## src/rtl/path_pattern_checker_pkg.sv

```systemverilog
// path_pattern_checker_pkg: states, default pattern constants and latency clamp for the checker
package path_pattern_checker_pkg;
  typedef enum logic [1:0] {IDLE, RUN, DRAIN, DONE} state_e;
  localparam logic [7:0] DEF_POLY = 8'hB8;
  localparam logic [7:0] DEF_SEED = 8'h01;
  function automatic int clamp_lat(input int sel, input int max_lat);
    return (sel == 0) ? 1 : (sel > max_lat) ? max_lat : sel;
  endfunction
endpackage

```

## src/rtl/ppc_lfsr.sv

```systemverilog
// ppc_lfsr: Fibonacci LFSR, shift-left with XOR-of-taps feedback into bit 0; zero seed forced to 1
module ppc_lfsr
  import path_pattern_checker_pkg::*;
#(
  parameter int W = 8,
  parameter logic [W-1:0] TAPS = W'(DEF_POLY),
  parameter logic [W-1:0] SEED = W'(DEF_SEED)
) (
  input  logic clk,
  input  logic rst_n,
  input  logic load,
  input  logic shift,
  output logic msb
);
  localparam logic [W-1:0] S = (SEED == '0) ? W'(1) : SEED;
  logic [W-1:0] lfsr_q, lfsr_d;
  always_comb lfsr_d = load ? S : shift ? {lfsr_q[W-2:0], ^(lfsr_q & TAPS)} : lfsr_q;
  always_ff @(posedge clk) lfsr_q <= !rst_n ? S : lfsr_d;
  assign msb = lfsr_q[W-1];
endmodule

```

## config.mk

```make
export PLATFORM = sky130hd
export DESIGN_NAME = ppc_lfsr
export DESIGN_NICKNAME = d
export VERILOG_FILES = /design/src/rtl/path_pattern_checker_pkg.sv /design/src/rtl/ppc_lfsr.sv
export SDC_FILE = /design/constraint.sdc
export NUM_CORES = 1
export LEC_CHECK = 0
export BUFFER_PORTS_ARGS = -buffer_cell sky130_fd_sc_hd__buf_4
export CORE_AREA = 2 2 39 41
export DETAILED_ROUTE_END_ITERATION = 16
export DIE_AREA = 0 0 41 43
export HOLD_SLACK_MARGIN = 0.03
export PLACE_DENSITY = 0.49
export SETUP_SLACK_MARGIN = 0.5
export SLEW_MARGIN = 20
export SYNTH_ARGS = -nofsm -noshare
export SYNTH_HDL_FRONTEND = slang
export SYNTH_SLANG_ARGS = --single-unit
```

## constraint.sdc

```tcl
create_clock -name clk -period 0.9 [get_ports clk]
set_input_delay 0.09 -clock clk [delete_from_list [all_inputs] [get_ports clk]]
set_output_delay 0.09 -clock clk [all_outputs]
set_load 0.05 [all_outputs]
```

---- Word-level counts from Yosys, hierarchy flattened ----
Cells that the tools add are included.
Widths: inputs -> output; s select.
operators by class
  $lt $le $gt $ge ......................... 0
  equal/unequal tests ..................... 0
  shift-type cells ........................ 0
  muxes and demuxes ....................... 0
  bitwise gates (word level) .............. 1
  $mul .................................... 0
  divide/modulo/power cells ............... 0
  add/sub/neg operators ................... 0
  reduce and logical (&&, ||, !) cells .... 2
operator list
  operator          count
  $reduce_xor 8->1  1
  $reduce_or 2->1   1
  $not 1->1         1
storage, ports and cells
  memories ................................ 0
  latch bits .............................. 0
  RAM bits ................................ 0
  output and inout bits ................... 1
  logic and storage cells ................. 4
  bits in registers ....................... 8
  memory bits (read-only) ................. 0

---- Logic depth before layout (Yosys ltp) ----
Gate-level depths: netlist (run 1).
  depth in word-level cells ............... 2
  depth in mapped cells ................... 3
  depth with buffers taken out ............ 3

---- Worst setup path before layout (run 1) ----
OpenSTA, ideal clock, no wires.
  path type ............................... reg2reg
  start ................................... register lfsr_q[7]
  end ..................................... register lfsr_q[0]
  data required time ...................... 780 ps
  library setup time ...................... 120 ps
  buffers on the path ..................... 0
  arrival time ............................ 1203 ps
  slack ................................... -422 ps
  stages on the path, launching flop included .. 4
  path through ............................ dfxtp_1 > xor2_1 > xnor2_1 > a211o_1
between the ends
  cells in the longest elaborated chain, start to end .. 1
RTL lines
  element                 RTL line        source
  from (decl)             ppc_lfsr.sv:16  logic [W-1:0] lfsr_q, lfsr_d;
  from (signal assigned)  ppc_lfsr.sv:18  always_ff @(posedge clk) lfsr_q <= !rst_n ? S : lfsr_d;
  $reduce_xor 8->1        ppc_lfsr.sv:17  always_comb lfsr_d = load ? S : shift ? {lfsr_q[W-2:0], ^(lfsr_q & TAPS)} : lfsr_q;
Every way passes these cells.
A chain may end at the register's enable or synchronous reset.

---- Worst setup path in the final report (run 1) ----
Same ends and word-level chain as after synthesis.

==> metrics, run 1 <==
Slew @ Worst Pin=between 0.15 and 0.2 ns; ANT nets after route=0; Mapped Cells=30; Max-cap violations=0; die width=41 microns; H-tree depth=1; switching power=around 0.15 mW; standard-cell rows=14; biggest regs=lfsr_q (8); setup TNS=-0.224 ns; Hold Vio Cnt, Final=0; clock sinks=8; PortBufs=4; worst min path class=in -> reg; power per cell area=around 1500 nW/um^2; Area after DPL=just under 400 sq um; Int Power=about 0.55 mW; largest net degree at the start of global routing=10; Synth area leader=dfxtp_1; Worst EP required=1.04 ns; Die Ht=roughly 43 microns; Leakage=0.205 nW; Fin Hold WS=about 0.16 ns; CTS Buffer Depth=2; DR WL/cell=9.34 microns; worst setup margin=-0.0963 ns; Seq cells post-synth=8; Worst VDD drop=0.588 mV; initial antenna violation count=0; Mapped Nets=34; CP endpoint kind=flop; # IOs=5; vias in the first global route=250; Die ar.=about 1800 sq um; status=finished with violations; antenna diode count=0; Starting Density=between 20% and 30%; CTS Root Cell=clkbuf_4; Largest register FFs=8; Final #Nets=48; Warnings, synthesis=0; syn_area_per_cell=~10 sq um; drt drc=0; CP max FO=2; synth-to-layout area growth=48.4%; unrepaired setup endpoints after global routing=true; Setup violations, final=4; Max Freq=roughly 1000 MHz; top-area cell type share of the netlist area=about half; gr usage total=roughly a tenth; clock power share=42.4%; top post-synthesis cells by area=dfxtp_1, mux2i_1, nor2_1; Top reg by flops=lfsr_q; Initial DRC Count=4; worst setup path category=reg -> reg; CP startpoint kind=flop; grt total ovfl=0; Post-Syn Area=between 300 and 400 sq um; CTS Buf Count=3; Fin Clk Skew=about 0.0081 ns; hold buffer count at CTS=0; final slew viol count=0; Relative slew margins=between 80% and 90%; failing checks=negative setup slack; CTS tree=built; Seq/Total Area, Yosys=between 50% and 60%; routed vias=234; Final GP Congestion=just over 0.7; CP arrival=about 1.1 ns; first-pass GRT wire length=around 1100 microns; register share of total power=between 50% and 60%; Core ar.=about 1400 sq um; Netlist cell types=10; Total Power=around 0.70 mW; # fillers=143; sw frac=between 20% and 30%; minimum clock period after layout=0.996 ns; Core Util, Final=33.5%; CTS clock-pin slew for the worst setup and hold paths=roughly 0.060 ns; final WL=551 microns; fin area=between 400 and 500 sq um; Vias/cell=just under 4; DR pass1 iterations=4; combinational fraction of design power=6.2%; share of layout cells above drive strength 1=46.5%; Final Cycle Share=111%; Clock Latency Late Sink=0.26 ns; post-DP HPWL=roughly 380 microns
-- worst max-delay path, stage by stage, from the launching register on --
cell and delay, ns:
dfxtp_4 0.34, xor2_1 0.16, xnor2_1 0.12, a211o_1 0.25
-- power groups by stage --
stage	combinational [mW]	sequential (mW)	clock (mW)
finish	0.0436	0.359	0.296
global route	0.0485	0.359	0.338
CTS	0.0433	0.359	0.317
detailed placement	0.0428	0.366	0
global placement	0.0423	0.366	0
floorplan	0.0310	0.366	0
-- placed cells by master, fill, tap and decap left out, drive strengths merged --
cell / count
buf: 11
clkbuf: 4
nor2: 7
a211o: 1
mux2i: 7
xor2: 1
nor2b: 1
nand2b: 1
xnor2: 2
dfxtp: 8
-- per-layer routing --
layer	up-vias	track usage [%]	share of wire, %
met1	105	12.1	49
met2	4	10.6	43
met3	2	4.71	5.8
met5	-	0	0
met4	0	10.0	1.8
li1	123	-	-
-- final timing paths --
path                                  to                   start  slack [ns]  depth (start not counted)
hold reg to reg   lfsr_q[1]$_SDFFE_PP0P_  lfsr_q[1]$_SDFFE_PP0P_        0.49                          2
hold / removal    lfsr_q[0]$_SDFFE_PP1P_                    load        0.16                          3
setup / recovery  lfsr_q[0]$_SDFFE_PP1P_  lfsr_q[7]$_SDFFE_PP0P_        -0.1                          3
setup reg to reg  lfsr_q[0]$_SDFFE_PP1P_  lfsr_q[7]$_SDFFE_PP0P_        -0.1                          3
-- Yosys cell counts (all sizes together) --
master / instances
mux2i: 7
xor2: 1
nor2: 7
xnor2: 2
nand2b: 1
buf: 2
dfxtp: 8
a211o: 1
nor2b: 1
-- metrics by stage --
| step | instances | setup WS [ns] |
|---|---|---|
| 3_3_place_gp | 53 | -0.0704 |
| 5_1_grt | 59 | -0.140 |
| 3_5_place_dp | 53 | -0.0724 |
| 6_report | 59 | -0.0963 |
| 2_1_floorplan | 30 | -0.145 |
| 4_1_cts | 58 | -0.100 |
-- final cells by class --
| type | count | area [sq um] | share of cell area [%] |
|---|---|---|---|
| Sequential cell | 8 | 169 | 36.4 |
| Clock buffer | 4 | 26.3 | 5.66 |
| Tap cell | 16 | 20.0 | 4.31 |
| Multi-Input combinational cell | 20 | 148 | 31.8 |
| Timing Repair Buffer | 11 | 101 | 21.8 |
-- timing repair --
item                                    in CTS  in global routing
hold endpoints to repair                     0                  0
pin swaps                                    3                  5
endpoints found under the setup margin       9                  9
setup buffers                                1                  1
gates resized for setup                      6                  2
-- logic make-up (layout without fill, tap and decap cells) --
| kind of cell | after synthesis | after routing | synth area share (%) |
|---|---|---|---|
| simple gates | 9 | 9 | 12.4 |
| flops | 8 | 8 | 51.2 |
| mux | 7 | 7 | 22.4 |
| xor+xnor | 3 | 3 | 8.40 |
| buf+inv | 2 | 15 | 2.80 |
| compound gates | 1 | 1 | 2.80 |
Note: power is estimated with default switching activity, not from simulation.
==> run 2: changes to the inputs <==
ABC_AREA = 1   (was unset)
PLACE_DENSITY = 0.54   (was 0.49)
==> run 2 against run 1 <==
Compared with the run above: the flow now finishes without violations; total power grew 9.2%; clock-buffer cell count is the same; final cell count grew 25%; highest routed layer unchanged; synthesized cell count grew 63%; worst setup slack gained 0.14 ns; first-iteration DRC count grew 100%; largest power group unchanged; via count grew 40%; critical path type is now reg -> out; final area grew 5.1%.
==> metrics, run 2 <==
Worst EP required=0.81 ns (-0.23 ns); worst min path class=in -> reg; Max-cap violations=0 (unchanged); first-pass GRT wire length=1080 microns (+1.3%); Fin Clk Skew=0.00759 ns (-0.000472 ns); share of layout cells above drive strength 1=51.7% (+5.2 points); # IOs=5 (unchanged); Storage cell area=174 sq um (+3.0%); Area after DPL=427 sq um (+7.2%); CTS Root Cell=clkbuf_4; R2R setup slack=0.10 ns (+0.20 ns); crit path to=msb; CTS clock-pin slew for the worst setup and hold paths=0.06 ns (about the same); Warnings, synthesis=0 (unchanged); Starting Density=27.1% (+4.5 points); Leakage=0.200 nW (-2.4%); Synth area leader=dfxtp_1; initial antenna violation count=0 (unchanged); Synth Flop Type=dfxtp_1; Hold Vio Cnt, Final=0 (unchanged); CTS tree=built; Total Power=0.763 mW (+9.2%); final slew viol count=0 (unchanged); CTS Buf Count=3 (unchanged); drt drc=0 (unchanged); CP Cell Sequence=buf_8; grt total ovfl=0 (unchanged); Final Cycle Share=95.1% (-16 points); CP Depth=1 (-2); standard-cell rows=14 (unchanged); Max Freq=1170 MHz (+16%); CP startpoint kind=flop; Seq/Total Area, Yosys=42.7% (-8.5 points); Vias/cell=4.42 (+11%); ys async rst share=0% (unchanged); Mapped Nets=53 (+56%); Seq cells post-synth=8 (unchanged); Relative slew margins=85.1% (-3.2 points); number of synthesized flops with an enable pin=0 (unchanged); DR WL/cell=8.05 microns (-14%); Post-Syn Area=375 sq um (+20%); Core ar.=1380 sq um (unchanged); synth-to-layout area growth=30.0%; syn_area_per_cell=7.66 sq um (-27%); unrepaired setup endpoints after global routing=true; Clock Latency Late Sink=0.26 ns (about the same); post-DP HPWL=443 microns (+17%); worst setup path category=reg -> out; Final #Nets=63 (+31%); Die ar.=1760 sq um (unchanged); Slew @ Worst Pin=0.223 ns (+0.0489 ns); multi-input logic area=188 sq um (+27%); Post-synth top cells=nand2_1, dfxtp_1, a211oi_2, nor2_1; CP endpoint kind=primary output; worst r2r path cells=6 (+3); Die Ht=43 microns (unchanged); commonest non-fill, non-tap cell in the layout=nand2_1; ANT nets after route=0 (unchanged); gr usage total=9.88% (+0.28 points); PortBufs=4 (unchanged); CP max FO=4 (+2); top post-synthesis cells by area=dfxtp_1, nand2_1, a211oi_2; cell family with most CP delay=flip-flops; # fillers=145 (+1.4%); Worst VDD drop=0.552 mV (-6.0%); CTS Buffer Depth=2 (unchanged); Largest register FFs=8 (unchanged); final WL=596 microns (+8.2%); minimum clock period after layout=0.855 ns (-0.141 ns); setup TNS=0 ns (+0.224 ns); most frequent cells in the layout=nand2_1, a211oi_2, buf_4, dfxtp_2; clock sinks=8 (unchanged); Setup violations, final=0 (-4); most numerous cell in the Yosys netlist=nand2_1; Crit path buffers/inverters=1 (+1); hold buffer count at CTS=0 (unchanged); Final GP Congestion=0.620 (-13%); top-area cell type share of the netlist area=42.7% (-8.5 points); Mapped Cells=49 (+63%); Initial DRC Count=8 (+4); R2R Path Start=lfsr_q[7]$_SDFFE_PP0P_; Top reg by flops=lfsr_q; power per cell area=1560 nW/um^2 (+3.9%); crit path launch=lfsr_q[7]$_SDFFE_PP0P_; vias in the first global route=279 (+12%); antenna diode count=0 (unchanged); reg2reg end=lfsr_q[0]$_SDFFE_PP1P_; die width=41 microns (unchanged); largest net degree at the start of global routing=11 (+1); CP arrival=0.77 ns (-0.36 ns); Netlist cell types=11 (+1); biggest regs=lfsr_q (8); fin area=488 sq um (+5.1%); routed vias=327 (+40%); Slowest Stage Delay on Critical Path=0.37 ns (+0.03 ns); H-tree depth=1 (unchanged); Slowest cell on crit path=dfxtp_4; DR pass1 iterations=2 (-2); status=finished, final reports clean
run 2: cells by family after synthesis:
group | after synthesis | share of synthesized area, %
AO/OA/AOI/OAI | 8 | 20.7
AND/OR/NAND/NOR | 26 | 27.0
buffers and inverters | 7 | 9.67
flip-flops | 8 | 42.7
run 2: cell type report:
type | count | share of cell area, %
inverter | 6 | 5.64
tap | 16 | 4.10
multi-input combinational | 34 | 38.5
timing repair buffer | 6 | 10.8
clock buffer | 4 | 5.38
sequential | 8 | 35.6
run 2: how the worst min path moves through the flow:
| stage | slack [ns] | cells after the start | end | startpoint |
|---|---|---|---|---|
| finish | 0.13 | 2 | lfsr_q[5]$_SDFFE_PP0P_ | shift |
| global route | 0.13 | 2 | lfsr_q[5]$_SDFFE_PP0P_ | shift |
| floorplan | 0.32 | 2 | lfsr_q[4]$_SDFFE_PP0P_ | rst_n |
| CTS | 0.12 | 2 | lfsr_q[5]$_SDFFE_PP0P_ | shift |
| global placement | 0.40 | 2 | lfsr_q[4]$_SDFFE_PP0P_ | shift |
| detailed placement | 0.40 | 2 | lfsr_q[4]$_SDFFE_PP0P_ | shift |
run 2: per-stage QoR:
step | setup slack (ns) | instances | utilization (%) | hold slack [ns]
final | 0.0445 | 74 | 35.3 | 0.125
after global routing | 0.00652 | 74 | 35.3 | 0.125
after CTS | 0.0342 | 73 | 34.1 | 0.125
after detailed placement | 0.0698 | 68 | 30.8 | 0.396
after global placement | 0.0953 | 68 | 30.8 | 0.398
after floorplan | 0.0843 | 49 | - | 0.318
run 2: power breakdown:
part           internal, mW  total (mW)  leakage [nW]  switching, mW
sequential            0.365       0.374        0.0682        0.00981
combinational        0.0387      0.0928         0.117         0.0541
clock                 0.170       0.296        0.0150          0.126
run 2: metal layers:
metal,wire (microns),track usage (%)
met1,283,12.1
met2,261,11.6
met3,20,4.71
met4,31,10.0
met5,0,0
run 2: timing repair:
item	4_1_cts	5_1_grt
pin swaps	1	4
endpoints found under the setup margin	9	9
gates resized for setup	5	3
buffers inserted	1	1
hold endpoints to repair	0	0
==> run 3: changes to the inputs <==
BUFFER_PORTS_ARGS = -buffer_cell sky130_fd_sc_hd__buf_2   (was -buffer_cell sky130_fd_sc_hd__buf_4)
SLEW_MARGIN = 40   (was 20)
==> run 3 against run 2 <==
Compared with the run above: utilization is 1.3 points lower; non-clock buffer count is 1 lower; die area stayed put; total power is 0.49% higher.
==> metrics, run 3 (synthesized netlist as in run 2, its figures left out) <==
Relative slew margins=82.9% (-2.2 points); Die ar.=1760 sq um (unchanged); CTS tree=built; Largest register FFs=8 (unchanged); PortBufs=4 (unchanged); antenna diode count=0 (unchanged); Final #Nets=62 (-1.6%); H-tree depth=1 (unchanged); Slowest Stage Delay on Critical Path=0.37 ns (about the same); CP Cell Sequence=buf_8; Initial DRC Count=6 (-2); wire length on met3=31 microns (+55%); Slew @ Worst Pin=0.257 ns (+0.0334 ns); Max-cap violations=0 (unchanged); # fillers=153 (+5.5%); standard-cell rows=14 (unchanged); DR pass1 iterations=5 (+3); final slew viol count=0 (unchanged); minimum clock period after layout=0.862 ns (+0.00696 ns); routed vias=324 (-0.92%); worst setup margin=0.0376 ns (-0.00696 ns); clock sinks=8 (unchanged); placed cells=68 (unchanged); CTS Root Cell=clkbuf_4; most frequent cells in the layout=nand2_1, dfxtp_2, a211oi_2; worst slack, placed=0.109 ns (+0.0394 ns); wire length on met2=277 microns (+6.1%); vias in the first global route=284 (+1.8%); worst setup path category=reg -> out; ANT nets after route=0 (unchanged); Final GP Congestion=0.640 (+3.2%); synth-to-layout area growth=25.3%; gr usage total=9.56% (-0.32 points); CP arrival=0.77 ns (about the same); cell family with most CP delay=flip-flops; Fin Clk Skew=0.00923 ns (+0.00164 ns); unrepaired setup endpoints after global routing=true; Core Util, Final=34.0% (-1.3 points); top sig layer=met3; Hold Vio Cnt, Final=0 (unchanged); worst min path class=in -> reg; CP startpoint kind=flop; initial antenna violation count=0 (unchanged); Top reg by flops=lfsr_q; Vias/cell=4.44 (+0.44%); share of layout cells above drive strength 1=52.6% (+0.91 points); drt drc=0 (unchanged); Clock Latency Late Sink=0.26 ns (about the same); Final Cycle Share=95.8% (+0.77 points); first-pass GRT wire length=1150 microns (+7.1%); die width=41 microns (unchanged); Crit path buffers/inverters=1 (unchanged); CTS Buf Count=3 (unchanged); hold buffer count at CTS=0 (unchanged); Worst EP required=0.81 ns (about the same); Worst VDD drop=0.726 mV (+31%); Die Ht=43 microns (unchanged); commonest non-fill, non-tap cell in the layout=nand2_1; power per cell area=1630 nW/um^2 (+4.2%); setup TNS=0 ns (unchanged); fin cells=73 (-1.4%); Total Power=0.766 mW (+0.49%); # IOs=5 (unchanged); largest net degree at the start of global routing=11 (unchanged); met1 WL=335 microns (+18%); post-DP HPWL=440 microns (-0.61%); CTS Buffer Depth=2 (unchanged); CP max FO=4 (unchanged); Setup violations, final=0 (unchanged); final WL=644 microns (+8.1%); Core ar.=1380 sq um (unchanged); Leakage=0.191 nW (-4.6%); multi-input logic area=189 sq um (+0.67%); CTS clock-pin slew for the worst setup and hold paths=0.06 ns (about the same); Starting Density=27.1% (unchanged); status=finished, final reports clean; CP endpoint kind=primary output; grt total ovfl=0 (unchanged); DR WL/cell=8.82 microns (+9.5%); Storage cell area=173 sq um (-0.72%); Slowest cell on crit path=dfxtp_4; Max Freq=1160 MHz (-0.81%); biggest regs=lfsr_q (8)
## run 3: changes by cell type in the layout (fill, tap and decap cells not counted)
| cell | change |
|---|---|
| a21oi_1 | -1 |
| nor2_1 | +1 |
| dfxtp_4 | -1 |
| buf_2 | +3 |
| inv_2 | +1 |
| dfxtp_1 | -1 |
| buf_4 | -4 |
| nor2_2 | -1 |
| dfxtp_2 | +2 |
| inv_4 | -1 |
| a21oi_2 | +1 |
## run 3: timing repair
item                       4_1_cts  5_1_grt
resized for setup                4        4
setup buffers                    1        0
pin swaps                        4        3
setup endpoints to repair        9        9
## run 3: worst reg2reg max path, cell delays in order (launching register included)
cell and delay (ns):
dfxtp_4 0.36, inv_2 0.07, nand2_1 0.05, nand2_1 0.05, nand2_1 0.05, nand3_1 0.07
nand2_1 0.05
## run 3: power by group
group	leakage, nW	switching [mW]	total [mW]	internal [mW]
Sequential	0.0683	0.00973	0.376	0.367
Clock	0.0150	0.132	0.302	0.170
Combinational	0.107	0.0552	0.0876	0.0324
## run 3: final timing paths
| path | start | endpoint | slack, ns | cells past startpoint |
|---|---|---|---|---|
| max | lfsr_q[7]$_SDFFE_PP0P_ | msb | 0.04 | 1 |
| min reg2reg | lfsr_q[1]$_SDFFE_PP0P_ | lfsr_q[2]$_SDFFE_PP0P_ | 0.46 | 2 |
| max reg2reg | lfsr_q[7]$_SDFFE_PP0P_ | lfsr_q[0]$_SDFFE_PP1P_ | 0.10 | 6 |
| min | shift | lfsr_q[2]$_SDFFE_PP0P_ | 0.21 | 3 |
## run 3: final cells by class
cell class | count | share of cell area, %
inverters | 6 | 5.32
clock buffers | 4 | 5.59
multi-input cells | 34 | 40.2
repair buffers | 5 | 7.98
well taps | 16 | 4.26
flip-flops and latches | 8 | 36.7
## run 3: routing by layer
metal  vias up  GRT usage [%]
li1        171              -
met1       144           13.6
met2         9           11.9
met3         0           3.14
met4         0           6.00
met5         -              0
## run 3: stage by stage
stage	area, sq um	hold WS (ns)
final	470	0.214
after global routing	470	0.215
after CTS	460	0.203
after detailed placement	417	0.444
after global placement	417	0.445
after floorplan	388	0.318
